File: src/rtl/dram_responder_pkg.sv
// Shared definitions for the DRAM responder.
// Holds the FSM state codes, the default latencies and the latency-counter type.
package dram_responder_pkg;

  localparam logic [1:0] ST_IDLE    = 2'd0;
  localparam logic [1:0] ST_RD_WAIT = 2'd1;
  localparam logic [1:0] ST_WR_WAIT = 2'd2;
  localparam logic [1:0] ST_DONE    = 2'd3;

  localparam int DEF_RD_LATENCY = 2;
  localparam int DEF_WR_LATENCY = 1;

  // Latencies are 1..15, so four bits always hold latency-1.
  localparam int CNT_W = 4;
  typedef logic [CNT_W-1:0] count_t;

  function automatic count_t load_count(input int latency);
    return count_t'(latency - 1);
  endfunction

endpackage

File: src/rtl/dram_array.sv
// Synchronous single-port storage of 2^WIDTH words with a registered read port.
// The word array itself is never reset so it maps onto block RAM.
module dram_array #(
  parameter int WIDTH = 8
) (
  input  logic             clk,
  input  logic             rst,
  input  logic             we,
  input  logic             re,
  input  logic [WIDTH-1:0] addr,
  input  logic [WIDTH-1:0] wdata,
  output logic [WIDTH-1:0] rdata
);

  logic [WIDTH-1:0] mem [0:(1<<WIDTH)-1];

  always_ff @(posedge clk) begin
    if (we) begin
      mem[addr] <= wdata;
    end
  end

  // rdata only moves on a read, so it holds the last read word between reads.
  always_ff @(posedge clk or posedge rst) begin
    if (rst) begin
      rdata <= '0;
    end else if (re) begin
      rdata <= mem[addr];
    end
  end

endmodule

File: src/rtl/dram_responder.sv
// Memory-side end of the processor DRAM interface: one access at a time with a
// programmable wait count, and a memBUSY/memDONE handshake for the control unit.
module dram_responder
  import dram_responder_pkg::*;
#(
  parameter int WIDTH      = 8,
  parameter int RD_LATENCY = DEF_RD_LATENCY,
  parameter int WR_LATENCY = DEF_WR_LATENCY
) (
  input  logic             Clk,
  input  logic             Rst,
  input  logic             memREAD,
  input  logic             memWRITE,
  input  logic [WIDTH-1:0] DRAM_addr,
  input  logic [WIDTH-1:0] DRAM_dataOut,
  output logic [WIDTH-1:0] DRAM_dataIn,
  output logic             memBUSY,
  output logic             memDONE,
  output logic             memERR
);

  logic [1:0]       state_reg, state_next;
  count_t           count_reg, count_next;
  logic [WIDTH-1:0] addr_reg, data_reg;
  logic             busy_reg, done_reg, err_reg;
  logic             accept, commit_rd, commit_wr;

  assign accept    = (state_reg == ST_IDLE) && (memREAD || memWRITE);
  assign commit_rd = (state_reg == ST_RD_WAIT) && (count_reg == '0);
  assign commit_wr = (state_reg == ST_WR_WAIT) && (count_reg == '0);

  // A write wins over a simultaneous read; the read is dropped.
  always_comb begin
    state_next = state_reg;
    count_next = count_reg;
    case (state_reg)
      ST_IDLE: begin
        if (memWRITE) begin
          state_next = ST_WR_WAIT;
          count_next = load_count(WR_LATENCY);
        end else if (memREAD) begin
          state_next = ST_RD_WAIT;
          count_next = load_count(RD_LATENCY);
        end
      end
      ST_RD_WAIT, ST_WR_WAIT: begin
        if (count_reg == '0) begin
          state_next = ST_DONE;
        end else begin
          count_next = count_reg - count_t'(1);
        end
      end
      ST_DONE: state_next = ST_IDLE;
      default: state_next = ST_IDLE;
    endcase
  end

  always_ff @(posedge Clk or posedge Rst) begin
    if (Rst) begin
      state_reg <= ST_IDLE;
      count_reg <= '0;
      addr_reg  <= '0;
      data_reg  <= '0;
      busy_reg  <= 1'b0;
      done_reg  <= 1'b0;
      err_reg   <= 1'b0;
    end else begin
      state_reg <= state_next;
      count_reg <= count_next;
      busy_reg  <= (state_next != ST_IDLE);
      done_reg  <= commit_rd || commit_wr;
      if (accept) begin
        addr_reg <= DRAM_addr;
        data_reg <= DRAM_dataOut;
      end
      if ((state_reg == ST_IDLE) && memREAD && memWRITE) begin
        err_reg <= 1'b1;
      end
    end
  end

  dram_array #(
    .WIDTH(WIDTH)
  ) u_array (
    .clk  (Clk),
    .rst  (Rst),
    .we   (commit_wr),
    .re   (commit_rd),
    .addr (addr_reg),
    .wdata(data_reg),
    .rdata(DRAM_dataIn)
  );

  assign memBUSY = busy_reg;
  assign memDONE = done_reg;
  assign memERR  = err_reg;

endmodule

File: config.mk
export PLATFORM = sky130hd
export DESIGN_NAME = dram_responder
export DESIGN_NICKNAME = d
export VERILOG_FILES = /design/src/rtl/dram_responder_pkg.sv /design/src/rtl/dram_array.sv /design/src/rtl/dram_responder.sv
export SDC_FILE = /design/constraint.sdc
export NUM_CORES = 2
export LEC_CHECK = 0
export ABC_AREA = 1
export CAP_MARGIN = 10
export CORE_MARGIN = 2
export CORE_UTILIZATION = 55
export DETAILED_ROUTE_END_ITERATION = 6
export DONT_BUFFER_PORTS = 1
export GPL_TIMING_DRIVEN = 0
export PLACE_DENSITY_LB_ADDON = 0.25
export SKIP_LAST_GASP = 1
export SLEW_MARGIN = 20
export SYNTH_ARGS = -nofsm -noshare
export SYNTH_HDL_FRONTEND = slang
export SYNTH_SLANG_ARGS = --single-unit
File: constraint.sdc
create_clock -name Clk -period 9.57 [get_ports Clk]
set_input_delay 0.4785 -clock Clk [delete_from_list [all_inputs] [get_ports Clk]]
set_output_delay 0.4785 -clock Clk [all_outputs]
set_load 0.02 [all_outputs]
# ---- Word level (Yosys, flattened, before mapping)
# Memories as Yosys holds them, arrays and structs flattened. A register that Yosys moved wholly into a read port is not among the register bits.
# Cells that the tools add are included.
dict set report totals {
  wordCells 37
  ramBits 2048
  out_inout_bits 11
  mem_count 1
  in_bits 20
  register_bits 25
}
# name words width read_ports rd_clocked_by_memory_dff write_ports line_no
set memory_table {}
lappend memory_table {u_array.mem 256 8 1 1 1 dram_array.sv:15} ;# logic [WIDTH-1:0] mem [0:(1<<WIDTH)-1];
dict set report classes {
  addsub 1
  n_eq_ne 5
  n_mux 10
  reduce_logical 13
}
# cell count
set ops {}
lappend ops {{$mux 4} 3}
lappend ops {{$pmux 4 s2} 1}
lappend ops {{$mux 2} 3}
lappend ops {{$pmux 2 s3} 1}
lappend ops {{$logic_and 1x1->1} 5}
lappend ops {{$eq 2x2->1 const B} 2}
lappend ops {{$logic_not 4->1} 1}
lappend ops {{$reduce_bool 2->1} 2}
lappend ops {{$sub 4x1->4 const B} 1}
lappend ops {{$ne 3x3->1 const B} 1}
lappend ops {{$reduce_and 3->1} 1}
lappend ops {{$eq 2x1->1 const B} 1}
lappend ops {{$logic_not 2->1} 1}
lappend ops {{$logic_or 1x1->1} 2}
lappend ops {{$mux 1} 2}
lappend ops {{$ne 2x2->1 const B} 1}
lappend ops {{$reduce_or 2->1} 1}

# ---- Longest topological paths before layout
dict set report logic_depth {
  depth_word 4
  ltp_mapped 18
  mapped_depth_nobuf 15
}

# ---- Cells and area by module
# Synthesis repeated with hierarchy kept, for this count alone.
dict set report unflattened {
  cells_unflattened 7847
  area_unflattened_um2 84931.5
}
# mod seq_area_each_um2 area_per_inst_um2 cells_each n_inst
set modules_own_cells {}
lappend modules_own_cells {dram_array 61699.2 83750.3 7710 1}
lappend modules_own_cells {dram_responder 625.6 1181.1 137 1}

# ---- Worst setup path after synthesis
# No wires, ideal clock.
dict set report synth_timing {
  kind {reg2reg}
  from {reg data_reg[0]}
  to {mem u_array.mem[0][0] (data pin)}
  n_path_buf 0
  required_ns 8.766
  synth_period_minus_slack_ns 3.987
  stages_incl_launch_ff 1
  arrival_ns 3.183
  setup_ns 0.804
  setup_slack_ns 5.583
  path_cell_list {dfrtp_1}
}
# item line_no
set synth_lines {}
lappend synth_lines {{start: declaration} dram_responder.sv:24} ;# logic [WIDTH-1:0] addr_reg, data_reg;
lappend synth_lines {{start signal: assignment} dram_responder.sv:74} ;# data_reg <= DRAM_dataOut;
lappend synth_lines {{end: declaration} dram_array.sv:15}
# Straight into the memory's write port.

# ---- Worst setup path after layout
dict set report layout_timing {
  from {reg addr_reg[2]}
  to {mem u_array.mem[208][2], enable pin}
}
# item line_no
set layout_lines {}
lappend layout_lines {{start: declaration} dram_responder.sv:24}
lappend layout_lines {{start signal: assignment} dram_responder.sv:73} ;# addr_reg <= DRAM_addr;
# Straight into the memory's write port.

==> run_results.csv <==
group,metric,value,unit
timing,min_period_over_period,53.1,%
drt,detail_route.first_pass.iterations,7,
drt,route.final.wire_length,338000,um
yosys,synth_area_in_simple_gates,23.0,%
yosys,postSynthAreaPerCell,11.1,um^2
placed_design,port-buffer-count,0,
floorplanning,die_y,397,um
worst_setup_path,source_of_the_worst_register_to_register_timing_path,"addr_reg[2]$_DFFE_PP0P_",
drt,top_layer_used,"met5",
global_route,number_of_antenna_violations_at_the_first_check_in_global_routing,30,
timing,post-route-min-period,5.08,ns
run_status,status,"completed",
timing,timing.max_slew.rel_slack,9.26,%
yosys,synth_area,84800,um^2
pwr,vdd.ir_drop.worst,0.261,mV
worst_setup_path,worst-path-max-fanout,10,
drt,met2WireLength,141000,um
worst_setup_path,cp_data_required_time,10.03,ns
yosys,post_synth_inst_count,7654,
yosys,synth_compound_gate_area_share,0.990,%
clock_network,clock_tree_from_tritoncts,"built",
global_route,grtUsageTotal,42.6,%
yosys,synth.net_count,7678,
global_route,grt-ovfl-total,0,
yosys,ys_seq_area_share,73.5,%
floorplanning,core_area,154000,um^2
clock_network,hold_buffers,28,
timing,report.final.slew_viol_count,0,
worst_setup_path,worst_setup_path_end_kind,"flop",
drt,routedLengthMet1,117000,um
min_path,min_path_cells,3,
yosys,synthAdderAreaFrac,0.0590,%
yosys,synth.area.mux_share,0,%
timing,grt_setup_unrepaired,"no",
yosys,ys_seq_elements,2081,
worst_setup_path,r2r_end,"u_array.mem[208][2]$_DFFE_PP_",
yosys,synthDominantAreaCellType,"sky130_fd_sc_hd__edfxtp_1",
pwr,static-leakage-power,36.6,nW
floorplanning,rows,144,
clock_network,ctsHtreeMaxLevel,4,
drt,route.detailed.wl_per_inst,33.2,um
drt,wl_met3,53200,um
global_route,grt_start_max_net_pins,81,
finish,layout-drive-gt1-share,9.86,%
floorplanning,io-pin-count,31,
finish,top_register,"u_array.mem",
clock_network,clock_sinks,2081,
yosys,synth.distinct_cells,29,
worst_setup_path,critPathKind,"reg -> reg",
placed_design,place_hpwl,234000,um
min_path,hold_end,"count_reg[2]$_DFFE_PP0P_",
global_route,grt_pass1_vias,57600,
worst_setup_path,critical_path_arrival,5.54,ns
drt,drcViolationCount,0,
floorplanning,die_width,397,um
yosys,yosys.area_share.xor_xnor,0.0103,%
timing,worst-slew-pin-transition,1.36,ns
worst_setup_path,r2r_setup_slack,4.49,ns
yosys,synthFlopType,"sky130_fd_sc_hd__edfxtp_1",
yosys,synth_common_cells,"sky130_fd_sc_hd__nand2_1 (3810), sky130_fd_sc_hd__edfxtp_1 (2048), sky130_fd_sc_hd__nor2_1 (589)",
finish,final-instance-count-excl-fill,10200,
yosys,async_reset_ff_share,1.59,%
floorplanning,die_area,157000,um^2
floorplanning,initial_utilization,55.2,%
worst_setup_path,rr_worst_depth,6,
yosys,synth_top_family_by_area,"simple AND/OR/NAND/NOR gates",
placed_design,numPlacedInstances,9755,
yosys,synthTopCellsByArea,"sky130_fd_sc_hd__edfxtp_1 (73%), sky130_fd_sc_hd__nand2_1 (17%), sky130_fd_sc_hd__nor2_1 (2.6%), sky130_fd_sc_hd__nand3_1 (2.2%), sky130_fd_sc_hd__buf_2 (1.6%)",
yosys,yosysWarnings,0,
drt,detail_route.iter0.violations,11300,
min_path,hold_path.startpoint,"memREAD",
flow_run,maxCapViolations,0,
clock_network,numCtsBuffers,205,
pwr,pwr_density_cell,343,nW/um^2
drt,via_count,63300,
timing,final.setup_skew,0.0299,ns
drt,via_per_inst,6.22,
min_path,timing.hold.worst.class,"in -> reg",
clock_network,clk_root_buffer_cell,"sky130_fd_sc_hd__clkbuf_16",
timing,timing.setup.tns,0,ns
clock_network,cts_setup_buffers,0,
timing,maxClockFrequency,197,MHz
worst_setup_path,worstSetupStartpointType,"flop",
placed_design,place.gp.congestion,1.05,
clock_network,clkTransAtPathRegs,0.06,ns
yosys,yosysMostFrequentCell,"sky130_fd_sc_hd__nand2_1",
finish,largest_reg_flops,2048,
yosys,synth_enable_flop_cells,2048,
timing,timing.final.hold_violations,0,
global_route,wire_length_of_the_first_global_routing_pass,453000,um
finish,area_delta_synth_final,13.2,%
clock_network,clockBufferDepth,3,
clock_network,clock_latency,0.87,ns
timing,final-setup-viol-count,0,
yosys,synth_top_cell_area_share,72.5,%
clock_network,cts_repair_resize_count,0,
finish,final_nets,7971,
drt,postRouteAntennaNets,0,
==> logic make-up (layout without fill, tap and decap cells) <==
family                   after synthesis  count (layout)
XOR/XNOR                               1               1
flip-flops                          2081            2081
AO/OA/AOI/OAI                        165             165
buffers and inverters                457             926
adder cells (fa/ha/maj)                4               4
AND/OR/NAND/NOR                     4946            4946
other                                  0              10
==> per-stage QoR <==
stage	worst slack, ns	util (%)	total power [mW]	instance area (um^2)	hold slack [ns]
finish	4.49	62.5	32.9	96000	0.0667
detailed placement	5.00	57.8	24.0	88900	0.487
global placement	1.17	56.8	24.1	87400	0.465
global route	4.80	62.5	33.4	96000	0.0796
floorplan	5.58	-	17.8	84800	0.452
CTS	4.97	62.4	32.1	95900	0.0112
==> area by class of cell <==
cell class | instances | area, um^2
multi-input combinational | 5116 | 20600
inverter | 38 | 145
buffer | 419 | 2010
timing repair buffer | 86 | 1490
antenna | 10 | 25.0
tap | 2044 | 2560
clock buffer | 257 | 5440
sequential | 2081 | 62400
clock inverter | 126 | 1360
fill | 11900 | 57700
==> placed cells by master, fill, tap and decap left out, drive strengths merged <==
master       Yosys  routed
nor3             4       4
dfrtp           33      33
o21ai           91      91
diode            0      10
nor2           592     592
a21oi           70      70
inv             35      45
nand3          376     376
nand4          156     156
clkinv           3      85
ha               4       4
edfxtp        2048    2048
xnor2            1       1
nand2         3810    3810
clkinvlp         0       9
o22ai            1       1
o21a             1       1
dlygate4sd3      0      28
o31ai            1       1
a31o             1       1
or2              8       8
bufinv           0      25
buf            317     374
clkbuf         102     360
==> per-layer routing <==
layer | track usage [%] | vias up
met3 | 15.0 | 1095
met5 | 0 | -
met1 | 55.4 | 30400
met4 | 27.6 | 18
li1 | - | 26400
met2 | 60.9 | 5435
==> report_power, final <==
part / switching, mW / leakage, nW / total [mW] / internal, mW
clock network: 3.58 / 3.30 / 8.28 / 4.70
registers: 0.282 / 18.9 / 11.6 / 11.4
logic: 10.5 / 14.4 / 13.0 / 2.55
==> critical path, cell delays in order (launching register included) <==
cell,delay (ns)
sky130_fd_sc_hd__dfrtp_1,0.41
sky130_fd_sc_hd__nor2_1,0.33
sky130_fd_sc_hd__clkbuf_1,0.74
sky130_fd_sc_hd__buf_2,0.58
sky130_fd_sc_hd__nand2_1,0.68
sky130_fd_sc_hd__clkbuf_2,0.76
sky130_fd_sc_hd__nor2_1,1.13
==> worst max path at each step <==
stage,from,end,depth (start not counted)
floorplan,data_reg[0]$_DFFE_PP0P_,u_array.mem[0][0]$_DFFE_PP_,0
global placement,data_reg[7]$_DFFE_PP0P_,u_array.mem[179][7]$_DFFE_PP_,0
detailed placement,addr_reg[3]$_DFFE_PP0P_,u_array.mem[143][3]$_DFFE_PP_,7
CTS,addr_reg[3]$_DFFE_PP0P_,u_array.mem[143][1]$_DFFE_PP_,7
global route,addr_reg[2]$_DFFE_PP0P_,u_array.mem[208][2]$_DFFE_PP_,6
finish,addr_reg[2]$_DFFE_PP0P_,u_array.mem[208][2]$_DFFE_PP_,6
Note: power is estimated with default switching activity, not from simulation.
